`src/rtl/multi_input_conditioner.sv`:
```
// Multi-channel input conditioner: per-channel synchroniser and debouncer with
// registered edge pulses, sticky edge flags with a clear handshake, and an OR of all flags.
module multi_input_conditioner #(
   parameter int CHANNELS    = 4,
   parameter int SYNC_STAGES = 2,
   parameter int WAITTIME    = 3,
   parameter int COUNTWIDTH  = 3
) (
   input  logic                clk,
   input  logic                reset,
   input  logic [CHANNELS-1:0] noisysignal,
   output logic [CHANNELS-1:0] conditioned,
   output logic [CHANNELS-1:0] positiveedge,
   output logic [CHANNELS-1:0] negativeedge,
   output logic [CHANNELS-1:0] pendingrise,
   output logic [CHANNELS-1:0] pendingfall,
   input  logic [CHANNELS-1:0] clearpending,
   output logic                anypending
);

   localparam logic [COUNTWIDTH-1:0] LASTCOUNT = COUNTWIDTH'(WAITTIME - 1);

   logic [SYNC_STAGES-1:0] r_sync  [CHANNELS];
   logic [COUNTWIDTH-1:0]  r_count [CHANNELS];
   logic [CHANNELS-1:0]    r_conditioned;
   logic [CHANNELS-1:0]    r_positiveEdge;
   logic [CHANNELS-1:0]    r_negativeEdge;
   logic [CHANNELS-1:0]    r_pendingRise;
   logic [CHANNELS-1:0]    r_pendingFall;
   logic                   r_anyPending;

   logic [CHANNELS-1:0]    w_sync;
   logic [CHANNELS-1:0]    w_expired;
   logic [CHANNELS-1:0]    w_riseEvent;
   logic [CHANNELS-1:0]    w_fallEvent;
   logic [CHANNELS-1:0]    w_riseNext;
   logic [CHANNELS-1:0]    w_fallNext;

   // A channel commits its new level once the disagreement has lasted WAITTIME samples;
   // a simultaneous set beats clearpending, and the other flag of that channel still clears.
   always_comb begin
      w_sync    = '0;
      w_expired = '0;
      for (int ch = 0; ch < CHANNELS; ch++) begin
         w_sync[ch]    = r_sync[ch][SYNC_STAGES-1];
         w_expired[ch] = (w_sync[ch] != r_conditioned[ch]) && (r_count[ch] == LASTCOUNT);
      end
      w_riseEvent = w_expired & w_sync;
      w_fallEvent = w_expired & ~w_sync;
      w_riseNext  = w_riseEvent | (r_pendingRise & ~clearpending);
      w_fallNext  = w_fallEvent | (r_pendingFall & ~clearpending);
   end

   always_ff @(posedge clk) begin
      if (reset) begin
         for (int ch = 0; ch < CHANNELS; ch++) begin
            r_sync[ch]  <= '0;
            r_count[ch] <= '0;
         end
         r_conditioned  <= '0;
         r_positiveEdge <= '0;
         r_negativeEdge <= '0;
         r_pendingRise  <= '0;
         r_pendingFall  <= '0;
         r_anyPending   <= 1'b0;
      end else begin
         for (int ch = 0; ch < CHANNELS; ch++) begin
            r_sync[ch] <= {r_sync[ch][SYNC_STAGES-2:0], noisysignal[ch]};
            if ((w_sync[ch] == r_conditioned[ch]) || w_expired[ch]) begin
               r_count[ch] <= '0;
            end else begin
               r_count[ch] <= r_count[ch] + 1'b1;
            end
         end
         r_conditioned  <= r_conditioned ^ w_expired;
         r_positiveEdge <= w_riseEvent;
         r_negativeEdge <= w_fallEvent;
         r_pendingRise  <= w_riseNext;
         r_pendingFall  <= w_fallNext;
         r_anyPending   <= |(w_riseNext | w_fallNext);
      end
   end

   assign conditioned  = r_conditioned;
   assign positiveedge = r_positiveEdge;
   assign negativeedge = r_negativeEdge;
   assign pendingrise  = r_pendingRise;
   assign pendingfall  = r_pendingFall;
   assign anypending   = r_anyPending;

endmodule

```
`config.mk`:
```
export PLATFORM = sky130hd
export DESIGN_NAME = multi_input_conditioner
export DESIGN_NICKNAME = d
export VERILOG_FILES = /design/src/rtl/multi_input_conditioner.sv
export SDC_FILE = /design/constraint.sdc
export NUM_CORES = 1
export LEC_CHECK = 0
export ABC_AREA = 0
export BUFFER_PORTS_ARGS = -buffer_cell sky130_fd_sc_hd__buf_2
export CAP_MARGIN = 20
export CORE_ASPECT_RATIO = 1.75
export CORE_MARGIN = 2
export CORE_UTILIZATION = 40
export CTS_CLUSTER_DIAMETER = 50
export DETAILED_ROUTE_END_ITERATION = 16
export GPL_ROUTABILITY_DRIVEN = 0
export GPL_TIMING_DRIVEN = 0
export PLACE_DENSITY_LB_ADDON = 0.25
export SYNTH_ARGS = -nofsm -noshare
export SYNTH_HDL_FRONTEND = slang
export SYNTH_SLANG_ARGS = --single-unit
```
`constraint.sdc`:
```
create_clock -name clk -period 2 [get_ports clk]
set_clock_uncertainty 0.1 [all_clocks]
set_input_delay 0.4 -clock clk [delete_from_list [all_inputs] [get_ports clk]]
set_output_delay 0.4 -clock clk [all_outputs]
set_load 0.02 [all_outputs]
```
Word level (Yosys, flattened, before mapping). Memory sizes are Yosys's and may differ from the RTL's. Index checks and enable logic that the tools add are counted.

Register bits after elaboration: 21. Memory bits (writable): 20. Output and inout bits: 21. Logic and storage cells: 94. Memories kept: 2.

Add/subtract/negate cells: 4. Equality and inequality tests: 12. Muxes and demuxes: 39. Bitwise gates (word level): 22. Reductions and logical operators: 9.

Memory list: r_count (depth 4, width 3, rd ports 4, clocked after memory_dff 0, wr ports 4, RTL line 24) `logic [COUNTWIDTH-1:0] r_count [CHANNELS];`; r_sync (depth 4, width 2, rd ports 4, clocked after memory_dff 0, wr ports 4, RTL line 23) `logic [SYNC_STAGES-1:0] r_sync [CHANNELS];`.

Operators with widths (number): 1-bit 2-to-1 mux (27); 3-bit 2-to-1 mux (8); 4-bit AND (4); 3-bit by 1-bit adder with 3-bit output (second input constant) (4); 3-bit by 2-bit == test with 1-bit output (second input constant) (4); 1-bit OR (12); 4-bit OR (3); 2-bit 2-to-1 mux (4); 4-bit NOT (2); 1-bit == test (4); 1-bit logical AND (4); 1-bit logical OR (4); 1-bit != test (4); 4-bit OR reduction (1); 4-bit XOR (1).

Depth between registers and ports, before layout. Gate-level depths: netlist of run 1.

Depth in word-level cells: 8. Gate-level depth with buffers: 5.

Least setup slack after synthesis of run 1. OpenSTA, ideal clock, no wires.

Path type: reg2reg. From: memory r_count[2][0]. To: register r_anyPending (netlist: anypending). Data arrival time: 1185 ps. Data required time: 1760 ps. Slack: 575 ps. Cell stages (with the launch flop): 6. Path buffers: 0. Clock period less this slack: 1425 ps. Cell sequence: edfxtp_1 > inv_1 > ha_1 > and4bb_1 > nor4_2 > a41oi_1.

RTL lines: start, declared (RTL line 24); end signal, assigned (RTL line 80) `r_anyPending <= |(w_riseNext | w_fallNext);`; end, declared (RTL line 30) `logic r_anyPending;`.

==> reports/metrics.sh, run 1 <==
NUMBER_OF_ROWS_CREATED_AT_FLOORPLAN=31
INTERNAL_POWER_W=0.00115
POST-CTS-SETUP-BUFFER-COUNT=0
SYNTH_AREA_LEADERS='sky130_fd_sc_hd__dfxtp_1 34%, sky130_fd_sc_hd__edfxtp_1 21%, sky130_fd_sc_hd__ha_1 5.8%'
PLACED_CELL_COUNT=255
TIMING.SETUP.TNS_PS=0
HIGHEST_LAYER='met4'
REG2REG_DEPTH=5
CLOCK_SINKS=41
ANTENNA-DIODE-COUNT=0
GRTUSAGETOTAL=0.139
AREA_GROWTH_SYN_TO_LAYOUT_PCT=19.3
YOSYSTOPAREACELL='sky130_fd_sc_hd__dfxtp_1'
CTS_TREE='done'
SYNTH_SEQUENTIAL_AREA_RATIO=0.545
RSZ0062_AT_GRT='no'
ANT_NETS=0
VIASPERCELL=4.91
CLOCKPOWERSHARE=0.347
CRIT_REQUIRED_PS=2050
TIMING.HOLD.WORST.CLASS='input pin to flip-flop'
DRT_ITER0_DRC=21
PLACE.PORT_BUFFERS=29
TIMING.FINAL.CRIT_PERIOD_PS=1550
CLOCK_TRANSITION_AT_THE_REGISTERS_OF_THE_REPORTED_PATHS_PS=80
DIE_AREA_UM2=4880
P_LEAK_nW=0.879
GRT_ANTENNA_BEFORE_REPAIR=0
LAYOUT.CELLS.NON_FILLER=263
PATH_CLASS='flip-flop to flip-flop'
GRT_START_MAX_NET_PINS=14
MAX-CAP-VIOLATIONS=0
CRIT_FANOUT=5
HOLD_VIOLATION_COUNT_IN_THE_FINAL_REPORT=0
REGTOREGSETUPSLACK_PS=450
IR_WORST_VDD_mV=0.558
SYNTH_FF_TYPE='sky130_fd_sc_hd__dfxtp_1'
P_COMB_FRAC=0.059
POST_CTS.RESIZED_INSTANCES=0
TIMING.HOLD.WS_PS=222
WORSTREG2REGEND='anypending'
FMAX_GHz=0.644
TRANSITION_TIME_AT_THE_PIN_WITH_THE_LEAST_SLEW_MARGIN_PS=594
FIN_CRIT_SH=0.777
CORE_AREA_UM2=4150
POWER.SWITCHING_W=0.000348
STARTING_UTILIZATION_OF_THE_CORE_AREA=0.416
SHARE_OF_TOTAL_POWER_IN_SEQUENTIAL_CELLS=0.594
CRITICAL_PATH.REG2REG.STARTPOINT='r_count[0][0]'
SLEW_VIOL_FINAL=0
SETUP_VIOL_COUNT_FINAL=0
CTS.ROOT.BUFFER_CELL='sky130_fd_sc_hd__clkbuf_8'
GRT_PASS1_VIAS=1254
SYN_INST=166
FRACTION_OF_FINAL_LAYOUT_CELLS_WITH_DRIVE_STRENGTH_GREATER_THAN_1=0.206
WORST_SETUP_PATH_STARTPOINT='r_count[0][0]'
NUMBER_OF_HOLD_BUFFERS_ADDED_AFTER_CTS=0
SYNTH.CELLS.MOST_FREQUENT='29 x sky130_fd_sc_hd__dfxtp_1, 24 x sky130_fd_sc_hd__nor2_1, 15 x sky130_fd_sc_hd__nor2b_1'
HTREE_NUM_LEVELS=2
WORST_PATH_MAX_DELAY_CELL='sky130_fd_sc_hd__edfxtp_1'
DETAILEDPLACEMENTHPWL_UM=2300
DETAILROUTE.WIRELENGTH.MET3_UM=158
DIE_WIDTH_UM=53.7
SYNTH_AREA_PER_CELL_UM2=10.4
FINAL_AREA_UM2=2060
DPL-INSTANCE-AREA_UM2=1970
DRT-MET1-WL_UM=1230
HOLD_START='noisysignal[3]'
WL_PER_CELL_UM=11.6
WORST_SKEW_PAIR.LATE_LATENCY_PS=290
TIMING.CRITICAL_PATH.CELLS='inv_1 -> ha_1 -> and4bb_1 -> nor4_1 -> a41oi_1'
YOSYS.CELL_COUNT.TOP_TYPE='sky130_fd_sc_hd__dfxtp_1'
ROUTED_WIRELENGTH_UM=3060
NFILLCELLS=386
POST_SYNTH_INSTANCE_AREA_UM2=1730
GLOBALROUTEOVERFLOWTOTAL=0
DIE_HEIGHT_UM=90.9
NUM_VIAS=1292
CP-ENDPOINT='anypending'
SYNTH.LIB_CELLS_USED.DISTINCT=29
SETUP.WORST_PATH.END_CLASS='flip-flop'
CP.ARRIVAL_PS=1610
STARTPOINT_TYPE='flip-flop'
SYNTH.FF_LATCH_COUNT=41
POSTLAYOUTCOREUTIL=0.497
TIMING.SLEW.HEADROOM=0.604
POWER_PER_CELL_AREA_nW_PER_UM2=729
P_SW_FRAC=0.232
OUTCOME='completed'
MET2_LENGTH_UM=1530
CTS_MAX_PATH_BUFFERS=2
SYNTHARSTFLOPSHARE=0
DRC=0
MAX_STAGE_DELAY_PS=390
FINAL_NETS=231
TRITONCTS.NUM_BUFFERS=5
WIRE_LENGTH_OF_THE_FIRST_GLOBAL_ROUTING_PASS_UM=5080
YOSYS_WARNINGS=0
PIN_COUNT=31
DETAIL_ROUTE.FIRST_PASS.ITERATIONS=4
SYNTH_ENABLE_FLOP_CELLS=12
SYNTH_TOP_AREA_SHARE=0.336
==> power by group through the flow <==
stage | sequential (W) | clock [W] | combinational (W)
global route | 0.000895 | 0.000572 | 0.000101
detailed placement | 0.000912 | 0 | 0.0000885
finish | 0.000892 | 0.000521 | 0.0000887
global placement | 0.000911 | 0 | 0.0000877
CTS | 0.000892 | 0.000541 | 0.0000889
floorplan | 0.000911 | 0 | 0.0000588
==> placed cells by master (no fill, tap or decap), drive strengths merged <==
cell       n
buf       31
dfxtp     29
nor2      24
nor2b     15
edfxtp    12
conb      12
inv       11
nand2b    10
nand2      8
ha         8
a21oi      7
nor3       7
clkbuf     7
and4bb     6
nor4       5
and2b      3
a211o      3
nor3b      3
a211oi     3
a32oi      2
clkinv     2
xor2       1
a2bb2oi    1
a41oi      1
mux2i      1
nand3b     1
clkinvlp   1
==> routing by layer <==
layer	global-route usage	vias up
met3	0.0315	12
met2	0.229	28
met1	0.151	601
li1	-	651
met5	0	-
met4	0.0897	0
==> state kept, by name (all words and copies together), names as in the netlist, named ones only <==
register and cells:
pendingrise 4, negativeedge 4, r_sync 8, r_count 12, positiveedge 4, pendingfall 4, anypending 1
==> final cells by class <==
class | instances | area (um^2) | area share
flip-flops and latches | 41 | 941 | 0.457
multi-input cells | 121 | 769 | 0.373
repair buffers | 29 | 145 | 0.0704
clock buffers | 5 | 68.8 | 0.0334
well taps | 49 | 61.3 | 0.0298
inverters | 11 | 41.3 | 0.0200
clock inverters | 3 | 17.5 | 0.00850
plain buffers | 4 | 16.3 | 0.00789
==> critical path: cells and delay by family (launching register included) <==
kind	cells	cell delay [ps]
AOI/OAI and AO/OA	1	130
buffers and inverters	1	60
and+or+nand+nor	2	500
adders and majority gates	1	240
DFF	1	390
==> stage by stage <==
| step | setup slack [ps] | total power [W] |
|---|---|---|
| finish | 446 | 0.00150 |
| global route | 329 | 0.00157 |
| CTS | 426 | 0.00152 |
| detailed placement | 437 | 0.00100 |
| global placement | 431 | 0.000998 |
| floorplan | 575 | 0.000970 |
==> logic make-up after synthesis <==
| logic type | after synthesis | synth area share |
|---|---|---|
| compound gates | 17 | 0.0688 |
| fa+ha+maj | 8 | 0.0580 |
| other cells | 1 | 0.00217 |
| xor+xnor | 1 | 0.00507 |
| simple gates | 82 | 0.282 |
| mux | 1 | 0.00580 |
| buf+inv | 15 | 0.0333 |
| flops | 41 | 0.545 |
==> worst min path at each step <==
| stage | end | slack, ps | depth (start not counted) |
|---|---|---|---|
| floorplan | r_sync[0][1] | 310 | 1 |
| global placement | r_sync[2][1] | 320 | 1 |
| detailed placement | r_sync[3][1] | 320 | 1 |
| CTS | r_sync[1][0] | 210 | 2 |
| global route | r_sync[3][0] | 230 | 2 |
| finish | r_sync[3][0] | 220 | 2 |
Note: power is estimated with default switching activity, not from simulation.
==> run 2, diff against run 1 <==
==> constraint.sdc (replaced) <==
create_clock -name clk -period 1.5 [get_ports clk]
set_clock_uncertainty 0.1 [all_clocks]
set_input_delay 0.3 -clock clk [delete_from_list [all_inputs] [get_ports clk]]
set_output_delay 0.3 -clock clk [all_outputs]
set_load 0.02 [all_outputs]
==> run 2 against run 1 <==
  * Sequential power rose by 33%
  * Hold slack got worse by 100 ps
  * Utilization rose by 0.96 points
  * Worst setup slack got worse by 430 ps
  * Die area did not move
  * Critical path depth fell by 1
  * Fmax rose by 4.9%
==> reports/metrics.sh, run 2 (synthesis results as in run 1) <==
OUTCOME='completed'
PATH_CLASS='flip-flop to flip-flop'
NUMBER_OF_ROWS_CREATED_AT_FLOORPLAN=31
CTS_TREE='done'
GRT_PASS1_VIAS=1281
FIN_CRIT_SH=0.988
P_LEAK_nW=0.890
REGISTERS.TOP_BY_FF_COUNT='r_count'
HTREE_NUM_LEVELS=2
SETUP.WORST_PATH.END_CLASS='flip-flop'
FMAX_GHz=0.675
SLEW_VIOL_FINAL=0
CRIT_REQUIRED_PS=1550
HOLD_VIOLATION_COUNT_IN_THE_FINAL_REPORT=0
POWER_PER_CELL_AREA_nW_PER_UM2=956
DIE_AREA_UM2=4880
DRT_ITER0_DRC=25
MOSTFREQUENTLAYOUTCELL='sky130_fd_sc_hd__buf_2'
PLACE.PORT_BUFFERS=29
GLOBALROUTEOVERFLOWTOTAL=0
ANT_NETS=0
PIN_COUNT=31
CRIT_FANOUT=5
VIASPERCELL=4.92
TIMING.FINAL.CRIT_PERIOD_PS=1480
GRTUSAGETOTAL=0.141
CP.ARRIVAL_PS=1530
STARTPOINT_TYPE='flip-flop'
NUMBER_OF_HOLD_BUFFERS_ADDED_AFTER_CTS=0
TIMING.HOLD.WORST.CLASS='input pin to flip-flop'
NUM_VIAS=1309
PLACED_CELL_COUNT=255
SETUP_VIOL_COUNT_FINAL=0
LARGEST_REGISTER_FF_COUNT=12
GRT_START_MAX_NET_PINS=14
FINAL_CELL_MIX='30 x sky130_fd_sc_hd__buf_2, 29 x sky130_fd_sc_hd__dfxtp_1, 24 x sky130_fd_sc_hd__nor2_1, 14 x sky130_fd_sc_hd__nor2b_1'
DRC=0
REG_TOP3='r_count: 12 flops, r_sync: 8 flops'
WL_PER_CELL_UM=11.6
CTS_MAX_PATH_BUFFERS=2
CTS.ROOT.BUFFER_CELL='sky130_fd_sc_hd__clkbuf_8'
MAX-CAP-VIOLATIONS=0
CLOCK_SINKS=41
FINAL_NETS=234
FRACTION_OF_FINAL_LAYOUT_CELLS_WITH_DRIVE_STRENGTH_GREATER_THAN_1=0.244
CORE_AREA_UM2=4150
DIE_HEIGHT_UM=90.9
ROUTED_WIRELENGTH_UM=3080
WIRE_LENGTH_OF_THE_FIRST_GLOBAL_ROUTING_PASS_UM=5130
TIMING.SLEW.HEADROOM=0.603
DETAIL_ROUTE.FIRST_PASS.ITERATIONS=4
LAYOUT.CELLS.NON_FILLER=266
ANTENNA-DIODE-COUNT=0
RSZ0062_AT_GRT='yes'
TRITONCTS.NUM_BUFFERS=5
DIE_WIDTH_UM=53.7
IR_WORST_VDD_mV=0.736
DETAILEDPLACEMENTHPWL_UM=2300
CLOCK_TRANSITION_AT_THE_REGISTERS_OF_THE_REPORTED_PATHS_PS=80
POSTLAYOUTCOREUTIL=0.506
STARTING_UTILIZATION_OF_THE_CORE_AREA=0.416
WORST_SKEW_PAIR.LATE_LATENCY_PS=280
TRANSITION_TIME_AT_THE_PIN_WITH_THE_LEAST_SLEW_MARGIN_PS=596
GRT_ANTENNA_BEFORE_REPAIR=0
AREA_GROWTH_SYN_TO_LAYOUT_PCT=21.7
==> run 2: cell count changes in the layout (fill, tap and decap cells not counted), sizes merged <==
cell / delta
buf: +3
==> run 2: path summary, 6_finish.rpt <==
check | from | end | slack, ps | depth (start not counted)
worst max-delay path | r_count[0][1] | anypending | 20 | 4
worst min-delay path | noisysignal[3] | r_sync[3][0] | 120 | 2
worst max register to register | r_count[0][1] | anypending | 20 | 4
worst min register to register | r_sync[3][0] | r_sync[3][1] | 340 | 1
==> run 2: per-layer routing <==
layer	track usage	part of all wire
met5	0	0
met4	0.0897	0.043
met3	0.0315	0.051
met2	0.234	0.51
met1	0.151	0.40
==> run 2: cell type report <==
cell class | count | area (um^2)
Buffer | 4 | 16.3
Clock buffer | 5 | 68.8
Clock inverter | 3 | 17.5
Fill cell | 387 | 2050
Inverter | 11 | 41.3
Multi-Input combinational cell | 121 | 787
Sequential cell | 41 | 941
Tap cell | 49 | 61.3
Timing Repair Buffer | 32 | 168
==> run 2: where the power goes <==
group / leakage, nW / internal, W / switching (W)
logic: 0.487 / 0.0000554 / 0.0000717
clock network: 0.0439 / 0.000321 / 0.000373
registers: 0.359 / 0.00117 / 0.0000205
total: 0.890 / 0.00154 / 0.000465
==> run 2: repair_timing <==
item,CTS,global route
buffers inserted,3,0
gates resized for setup,4,2
endpoints found under the setup margin,1,3
==> run 2: worst max-delay path: stages, from the launching register on <==
cell and delay, ps:
sky130_fd_sc_hd__edfxtp_1 410, sky130_fd_sc_hd__ha_2 220, sky130_fd_sc_hd__and4bb_1 210, sky130_fd_sc_hd__nor4_1 270, sky130_fd_sc_hd__a41oi_1 130
==> run 2: stage by stage <==
stage | total power, W | hold slack, ps | setup TNS, ps | area, um^2 | worst slack, ps
final | 0.00201 | 122 | 0 | 2100 | 18.1
after global routing | 0.00210 | 129 | -87.8 | 2100 | -70.2
after CTS | 0.00204 | 108 | 0 | 2090 | 6.13
after detailed placement | 0.00133 | 325 | -62.8 | 1970 | -62.8
after global placement | 0.00133 | 316 | -53.4 | 1970 | -53.4
after floorplan | 0.00129 | 314 | 0 | 1770 | 75.2
==> run 3, diff against run 2 <==
--- a/config.mk
+++ b/config.mk
@@ -10,7 +10,7 @@
 export CAP_MARGIN = 20
 export CORE_ASPECT_RATIO = 1.75
 export CORE_MARGIN = 2
-export CORE_UTILIZATION = 40
+export CORE_UTILIZATION = 54
 export CTS_CLUSTER_DIAMETER = 50
 export DETAILED_ROUTE_END_ITERATION = 16
 export GPL_ROUTABILITY_DRIVEN = 0
==> run 3 against run 2 <==
  * Non-clock buffer count increased by 1
  * Final area up 0.89%
  * Hold slack lost 2.9 ps
  * Utilization up 18 points
  * Sequential power about the same
  * Clock power decreased by 0.9%
  * Fmax fell by 0.41%
  * Critical endpoint unchanged
  * Highest routed layer unchanged
==> reports/metrics.sh, run 3 (synthesis results as in run 1) <==
CLOCK_TRANSITION_AT_THE_REGISTERS_OF_THE_REPORTED_PATHS_PS=80
FIN_CRIT_SH=0.992
CRIT_REQUIRED_PS=1560
WORST_PATH_SETUP_SLACK_AFTER_ROUTING_PS=12.0
RSZ0062_AT_GRT='yes'
DIE_WIDTH_UM=46.7
LARGEST_REGISTER_FF_COUNT=12
CORE_AREA_UM2=3110
PLACE_WS_PS=-57.6
REG2REG_DEPTH=5
TIMING.HOLD.WORST.CLASS='input pin to flip-flop'
FINAL_NETS=235
ROUTED_WIRELENGTH_UM=3290
MULTI_INPUT_AREA_UM2=806
DRT_ITER0_DRC=18
TIMING.FINAL.CRIT_PERIOD_PS=1490
OUTCOME='completed'
POSTLAYOUTCOREUTIL=0.682
WL_PER_CELL_UM=12.6
ANT_NETS=0
PATH_CLASS='flip-flop to flip-flop'
REGISTERS.TOP_BY_FF_COUNT='r_count'
SETUP_VIOL_COUNT_FINAL=0
GRT_START_MAX_NET_PINS=13
GRT_PASS1_VIAS=1352
SLEW_VIOL_FINAL=0
DETAIL_ROUTE.FIRST_PASS.ITERATIONS=4
PIN_COUNT=31
WIRE_LENGTH_OF_THE_FIRST_GLOBAL_ROUTING_PASS_UM=5610
DIE_HEIGHT_UM=78.8
DIE_AREA_UM2=3680
P_LEAK_nW=0.909
CTS.ROOT.BUFFER_CELL='sky130_fd_sc_hd__clkbuf_8'
DRT-MET1-WL_UM=1290
CLOCK_SINKS=41
NFILLCELLS=273
REG_TOP3='r_count: 12 flops, r_sync: 8 flops'
ANTENNA-DIODE-COUNT=0
STARTING_UTILIZATION_OF_THE_CORE_AREA=0.556
CRIT_FANOUT=5
HOLD_PATH_DEPTH=2
LAYOUT.CELLS.NON_FILLER=261
CTS_TREE='done'
POWER_PER_CELL_AREA_nW_PER_UM2=948
CTS_MAX_PATH_BUFFERS=2
TRITONCTS.NUM_BUFFERS=5
HIGHEST_LAYER='met4'
VIASPERCELL=4.98
DETAILEDPLACEMENTHPWL_UM=2410
SEQCELLAREA_UM2=941
MAX-CAP-VIOLATIONS=0
WORST_SKEW_PAIR.LATE_LATENCY_PS=290
MOSTFREQUENTLAYOUTCELL='sky130_fd_sc_hd__buf_2'
GLOBALROUTEOVERFLOWTOTAL=0
HTREE_NUM_LEVELS=2
NUM_VIAS=1299
TIMING.SETUP.TNS_PS=0
FINAL_CELL_MIX='30 x sky130_fd_sc_hd__buf_2, 29 x sky130_fd_sc_hd__dfxtp_1, 23 x sky130_fd_sc_hd__nor2_1, 14 x sky130_fd_sc_hd__nor2b_1'
DETAILROUTE.WIRELENGTH.MET3_UM=128
PLACED_CELL_COUNT=249
AREA_GROWTH_SYN_TO_LAYOUT_PCT=22.8
PLACE.PORT_BUFFERS=29
GRTUSAGETOTAL=0.210
CP.ARRIVAL_PS=1550
MET2_LENGTH_UM=1790
GRT_ANTENNA_BEFORE_REPAIR=0
SETUP.WORST_PATH.END_CLASS='flip-flop'
FRACTION_OF_FINAL_LAYOUT_CELLS_WITH_DRIVE_STRENGTH_GREATER_THAN_1=0.243
FINALPOWER_W=0.00201
HOLD_VIOLATION_COUNT_IN_THE_FINAL_REPORT=0
FMAX_GHz=0.672
DRC=0
STARTPOINT_TYPE='flip-flop'
IR_WORST_VDD_mV=0.670
NUMBER_OF_ROWS_CREATED_AT_FLOORPLAN=27
## run 3: repair_timing
item                                    in CTS  in global routing
endpoints found under the setup margin       2                  6
resized for setup                            4                  5
hold buffers                                 0                  0
pin swaps                                    0                  1
buffers inserted                             4                  0
## run 3: layout make-up
class,instances,share of cell area
Sequential cell,41,0.444
Multi-Input combinational cell,121,0.380
Clock inverter,2,0.00472
Inverter,11,0.0195
Buffer,4,0.00767
Timing Repair Buffer,33,0.0844
Tap cell,43,0.0254
Clock buffer,6,0.0342
## run 3: metrics by stage
step	instance area (um^2)	hold WS [ps]
after CTS	2100	112
final	2120	119
after detailed placement	1970	326
after global placement	1970	317
after global routing	2120	124
after floorplan	1770	314
## run 3: path summary, 6_finish.rpt
path | slack (ps) | from | endpoint
worst min-delay path | 120 | noisysignal[1] | r_sync[1][0]
worst min register to register | 340 | r_sync[0][0] | r_sync[0][1]
worst max register to register | 10 | r_count[1][0] | anypending
worst max-delay path | 10 | r_count[1][0] | anypending
## run 3: power by group
part / switching, W / internal [W] / total [W]
clock: 0.000366 / 0.000322 / 0.000688
combinational: 0.0000728 / 0.0000585 / 0.000131
sequential: 0.0000211 / 0.00117 / 0.00119
## run 3: critical path, cell delays in order, from the launching register on
cell and delay, ps:
sky130_fd_sc_hd__edfxtp_1 360, sky130_fd_sc_hd__inv_1 60, sky130_fd_sc_hd__ha_2 210, sky130_fd_sc_hd__and4bb_2 260
sky130_fd_sc_hd__nor4_4 250, sky130_fd_sc_hd__a41oi_1 130
## run 3: per-layer routing
| layer | global-route usage | vias to the layer above |
|---|---|---|
| li1 | - | 659 |
| met1 | 0.215 | 607 |
| met2 | 0.376 | 23 |
| met3 | 0.0545 | 10 |
| met4 | 0.0917 | 0 |
| met5 | 0 | - |
